`src/rtl/hazard_pkg.sv`:
```
// hazard_pkg: FSM state type, forward-select codes and forward helper.
// Shared by hazard_controller and forward_unit.
package hazard_pkg;

  typedef enum logic {
    RUN      = 1'b0,
    MEM_WAIT = 1'b1
  } state_t;

  localparam logic [1:0] FWD_RF  = 2'b00;
  localparam logic [1:0] FWD_WB  = 2'b01;
  localparam logic [1:0] FWD_MEM = 2'b10;

  // Memory stage wins over Writeback; x0 is never forwarded.
  function automatic logic [1:0] fwd_sel(
    input logic [4:0] rs,
    input logic [4:0] rdm,
    input logic       wm,
    input logic [4:0] rdw,
    input logic       ww
  );
    if (wm && rdm != 5'd0 && rdm == rs) return FWD_MEM;
    if (ww && rdw != 5'd0 && rdw == rs) return FWD_WB;
    return FWD_RF;
  endfunction

endpackage

```
`src/rtl/forward_unit.sv`:
```
// forward_unit: combinational operand-forward selects for Execute.
// Pure function of register numbers and write enables; no state.
module forward_unit
  import hazard_pkg::*;
(
  input  logic [4:0] Rs1E,
  input  logic [4:0] Rs2E,
  input  logic [4:0] RdM,
  input  logic [4:0] RdW,
  input  logic       RegWriteM,
  input  logic       RegWriteW,
  output logic [1:0] ForwardAE,
  output logic [1:0] ForwardBE
);

  assign ForwardAE = fwd_sel(Rs1E, RdM, RegWriteM, RdW, RegWriteW);
  assign ForwardBE = fwd_sel(Rs2E, RdM, RegWriteM, RdW, RegWriteW);

endmodule

```
`src/rtl/hazard_controller.sv`:
```
// hazard_controller: stall/flush FSM with memory-wait timeout.
// Optional HAZARD_PERF_EN adds StallCount/FlushCount counters.
module hazard_controller
  import hazard_pkg::*;
#(
  parameter int MEM_TIMEOUT = 255
) (
  input  logic        clk,
  input  logic        rst,
  input  logic [4:0]  Rs1D,
  input  logic [4:0]  Rs2D,
  input  logic [4:0]  Rs1E,
  input  logic [4:0]  Rs2E,
  input  logic [4:0]  RdE,
  input  logic [1:0]  ResultSrcE,
  input  logic        PCSrcE,
  input  logic [4:0]  RdM,
  input  logic [4:0]  RdW,
  input  logic        RegWriteM,
  input  logic        RegWriteW,
  input  logic        MemReqM,
  input  logic        MemReadyM,
  output logic        StallF,
  output logic        StallD,
  output logic        StallE,
  output logic        StallM,
  output logic        FlushD,
  output logic        FlushE,
  output logic        FlushW,
  output logic [1:0]  ForwardAE,
  output logic [1:0]  ForwardBE,
  output logic        MemErr
`ifdef HAZARD_PERF_EN
  ,
  output logic [31:0] StallCount,
  output logic [31:0] FlushCount
`endif
);

  localparam int CW_MIN = $clog2(MEM_TIMEOUT + 2);
  localparam int CW = (CW_MIN > 8) ? CW_MIN : 8;
  localparam logic [CW-1:0] TIMEOUT = CW'(MEM_TIMEOUT);

  state_t        state;
  state_t        state_n;
  logic [CW-1:0] wait_cnt;
  logic          mem_err;
  logic          mem_hold;
  logic          load_use;
  logic          unused_rsrc;

  assign unused_rsrc = ResultSrcE[1];
  assign MemErr      = mem_err;

  forward_unit u_fwd (
    .Rs1E      (Rs1E),
    .Rs2E      (Rs2E),
    .RdM       (RdM),
    .RdW       (RdW),
    .RegWriteM (RegWriteM),
    .RegWriteW (RegWriteW),
    .ForwardAE (ForwardAE),
    .ForwardBE (ForwardBE)
  );

  // next state and stall/flush decode; reset, memory wait, branch, load-use
  always_comb begin
    state_n  = state;
    mem_hold = 1'b0;
    StallF   = 1'b0;
    StallD   = 1'b0;
    StallE   = 1'b0;
    StallM   = 1'b0;
    FlushD   = 1'b0;
    FlushE   = 1'b0;
    FlushW   = 1'b0;
    load_use = ResultSrcE[0] && RdE != 5'd0 &&
               (RdE == Rs1D || RdE == Rs2D);
    unique case (state)
      RUN: begin
        if (MemReqM && !MemReadyM) begin
          state_n  = MEM_WAIT;
          mem_hold = 1'b1;
        end
      end
      MEM_WAIT: begin
        if (MemReadyM) state_n = RUN;
        else mem_hold = 1'b1;
      end
      default: state_n = RUN;
    endcase
    priority case (1'b1)
      rst: begin
        FlushD = 1'b1;
        FlushE = 1'b1;
        FlushW = 1'b1;
      end
      mem_hold: begin
        StallF = 1'b1;
        StallD = 1'b1;
        StallE = 1'b1;
        StallM = 1'b1;
        FlushW = 1'b1;
      end
      PCSrcE: begin
        FlushD = 1'b1;
        FlushE = 1'b1;
      end
      load_use: begin
        StallF = 1'b1;
        StallD = 1'b1;
        FlushE = 1'b1;
      end
      default: ;
    endcase
  end

  // state register, saturating wait counter and sticky timeout flag
  always_ff @(posedge clk) begin
    if (rst) begin
      state    <= RUN;
      wait_cnt <= '0;
      mem_err  <= 1'b0;
    end else begin
      state <= state_n;
      if (state == RUN)
        wait_cnt <= '0;
      else if (!MemReadyM && wait_cnt != TIMEOUT)
        wait_cnt <= wait_cnt + CW'(1);
      if (state == MEM_WAIT && !MemReadyM &&
          (wait_cnt + CW'(1)) >= TIMEOUT)
        mem_err <= 1'b1;
    end
  end

`ifdef HAZARD_PERF_EN
  // saturating counts of fetch-stall and execute-flush cycles
  always_ff @(posedge clk) begin
    if (rst) begin
      StallCount <= '0;
      FlushCount <= '0;
    end else begin
      if (StallF && StallCount != 32'hFFFF_FFFF)
        StallCount <= StallCount + 32'd1;
      if (FlushE && FlushCount != 32'hFFFF_FFFF)
        FlushCount <= FlushCount + 32'd1;
    end
  end
`endif

endmodule

```
`config.mk`:
```
export PLATFORM = sky130hd
export DESIGN_NAME = hazard_controller
export DESIGN_NICKNAME = d
export VERILOG_FILES = /design/src/rtl/hazard_pkg.sv /design/src/rtl/forward_unit.sv /design/src/rtl/hazard_controller.sv
export SDC_FILE = /design/constraint.sdc
export NUM_CORES = 1
export LEC_CHECK = 0
export CAP_MARGIN = 20
export CELL_PAD_IN_SITES_DETAIL_PLACEMENT = 1
export CELL_PAD_IN_SITES_GLOBAL_PLACEMENT = 1
export CORE_MARGIN = 10
export CORE_UTILIZATION = 29
export DETAILED_ROUTE_END_ITERATION = 6
export PLACE_DENSITY = 0.95
export RECOVER_POWER = 50
export SYNTH_ARGS = -nofsm -noshare
export SYNTH_HDL_FRONTEND = slang
export SYNTH_HIERARCHICAL = 1
export SYNTH_SLANG_ARGS = --single-unit
```
`constraint.sdc`:
```
create_clock -name clk -period 5.2 [get_ports clk]
set_clock_uncertainty 0.05 [all_clocks]
set_input_delay 1.3 -clock clk [delete_from_list [all_inputs] [get_ports clk]]
set_output_delay 1.3 -clock clk [all_outputs]
set_load 0.02 [all_outputs]
```
==> run metrics <==
Seq cells post-synth=11; Netlist cell types=30; IO Port Bufs=between 50 and 60; EDFF count, synth=0; vias per inst=between 4 and 5; Worst-Margin Slew=~510 ps; crit path max fanout=3; P_sw=66.9 µW; CTS Sinks=11; drt first pass iters=3; Synth Warn #=6; Pwr per Cell Area=between 100 and 150 nW/µm²; Final setup viols=0; power share of the combinational group=0.378; crit path time final=4850 ps; unrepaired setup endpoints after global routing=false; Leakage Power=0.577 nW; Area Growth Syn to Fin=58.9%; Synth area leader=dfxtp_1; DR WL/cell=around 16 µm; Starting Density=0.304; placer congestion estimate=0.835; Setup Buffers After CTS=0; vias=1090; Cells after Synth=126; I/O pins=56; Power, Total=233 µW; Routed Antenna Nets=0; Synth area leaders=dfxtp_1 (22%), xnor2_1 (18%), xor2_1 (17%), nor2_1 (7.3%), ha_1 (3.7%); Util after Layout=0.483; share of Yosys cell area claimed by the top area cell type=0.215; Inserted Clock Buffers=3; Tightest Hold Check Type=register to register; Worst setup SP type=primary input; GRT Overall Usage=0.116; Worst slew margin=0.661; CP Capture Type=primary output; CTS root buf=clkbuf_4; Layout Nets=229; Fmax=206 MHz; fin. max-slew vios=0; Final Hold Vio Count=0; Synth Area per Inst=8.11 µm²; initial antenna violation count=0; share of post-route cells with drive strength above 1=0.0497; # H-tree levels=1; vias in the first global route=1253; switching share of total power=0.287; total wire length=3680 µm; Initial DRC Count=36; first-pass GRT wire length=5980 µm; Ant. Diodes=0; Post-CTS Resized=0; Worst Path Required=around 3900 ps; count leader, synth=xnor2_1; hold_buf cts=0; clk_lat worst skew=around 270 ps; Compound-Gate Fraction of Synth Area=0.0820; CTS tree=yes; sequential area share after synthesis=0.215; clock buffer depth=2; Post-Syn Area=slightly above 1000 µm²; XOR/XNOR Fraction of Synth Area=0.351; commonest cells in the netlist=xnor2_1 (21), nor2_1 (20), xor2_1 (20); gr ovfl total=0; fin crit share=0.933; DIE HEIGHT=79.4 µm; Int Power=~170 µW; simple-gate share of the synthesized area=0.280; largest net degree at the start of global routing=11; Reg power frac=0.368; hpwl dp=3370 µm; Die Width=79.4 µm; Rows=21; DIE AREA=6300 µm²; Clk pwr share=0.254; Worst EP arrival=3500 ps; Max Cap Violations=0; Synth Area in Adders=0.0367; post-synth net total=approximately 170; post-synthesis mux area share=0; hold slack=470 ps; main combinational cell family by area after synthesis=XOR/XNOR gates; Setup TNS=0 ps; core area=3360 µm²; drt drc=0; Synth Flop Type=dfxtp_1; clock slew at reported path FFs=70 ps; Async SR Flop Fraction=0; placed insts=223; status=finished, final reports clean; Post-Layout Cell Count=227; CP Class=primary input to primary output; Max VDD drop=roughly 0.055 mV
-- critical path, stage by stage --
cell and delay, ps:
clkdlybuf4s50_1 470, or4_1 570, o21ai_2 160, nor4_1 100, nor4_2 230, clkdlybuf4s50_1 670
-- through the flow --
stage | setup slack, ps | cell area [µm²]
finish | 348 | 1620
floorplan | 1120 | 1020
detailed placement | 333 | 1600
global route | 200 | 1620
CTS | 335 | 1630
global placement | 364 | 1600
-- path summary, 6_finish.rpt --
kind	from	to	slack, ps	cells past startpoint
max reg2reg	wait_cnt[0]	wait_cnt[3]	2960	9
min	wait_cnt[8]	wait_cnt[8]	470	2
max	RdM[1]	ForwardAE[0]	350	6
min reg2reg	wait_cnt[8]	wait_cnt[8]	470	2
-- placed cells by master (no fill, tap or decap), drive strengths merged, types with 3 or more instances in the layout --
cell	count
or4	3
xnor2	21
nor2	20
inv	4
nand2	7
clkdlybuf4s50	51
nand3	4
o21ai	3
clkbuf	4
nor4	6
nor3	4
nand4	3
dlygate4sd3	3
ha	3
xor2	20
dfxtp	11
-- power by group through the flow --
stage | clock network [mW] | logic, mW | registers, mW
finish | 0.0591 | 0.0879 | 0.0857
global route | 0.0652 | 0.0955 | 0.0858
CTS | 0.0612 | 0.0899 | 0.0857
detailed placement | 0 | 0.0896 | 0.0877
global placement | 0 | 0.0863 | 0.0876
floorplan | 0 | 0.0364 | 0.0875
-- cell families (layout without fill, tap and decap cells) --
logic type	after synthesis	in the layout
AOI/OAI and AO/OA	12	12
DFF	11	11
buffers and inverters	7	62
and+or+nand+nor	52	52
xor gates and xnor gates	41	41
adders and majority gates	3	3
-- cell type report --
class	instances	area [µm²]
inverters	4	15.0
fillers	419	1740
multi-input cells	108	764
flip-flops and latches	11	220
clock buffers	4	26.3
well taps	46	57.6
repair buffers	54	541
-- registers in the layout, summed over array words and instances, names as in the netlist --
register,flops
wait_cnt,9
MemErr,1
state,1
-- routing by layer --
metal	wire, µm	up-vias	global-route usage	share of wire
li1	-	538	-	-
met1	1400	514	0.116	0.38
met2	2010	32	0.219	0.55
met3	212	6	0.0383	0.058
met4	64	0	0.0376	0.017
met5	0	-	0	0
(Power assumes the default switching activity.)
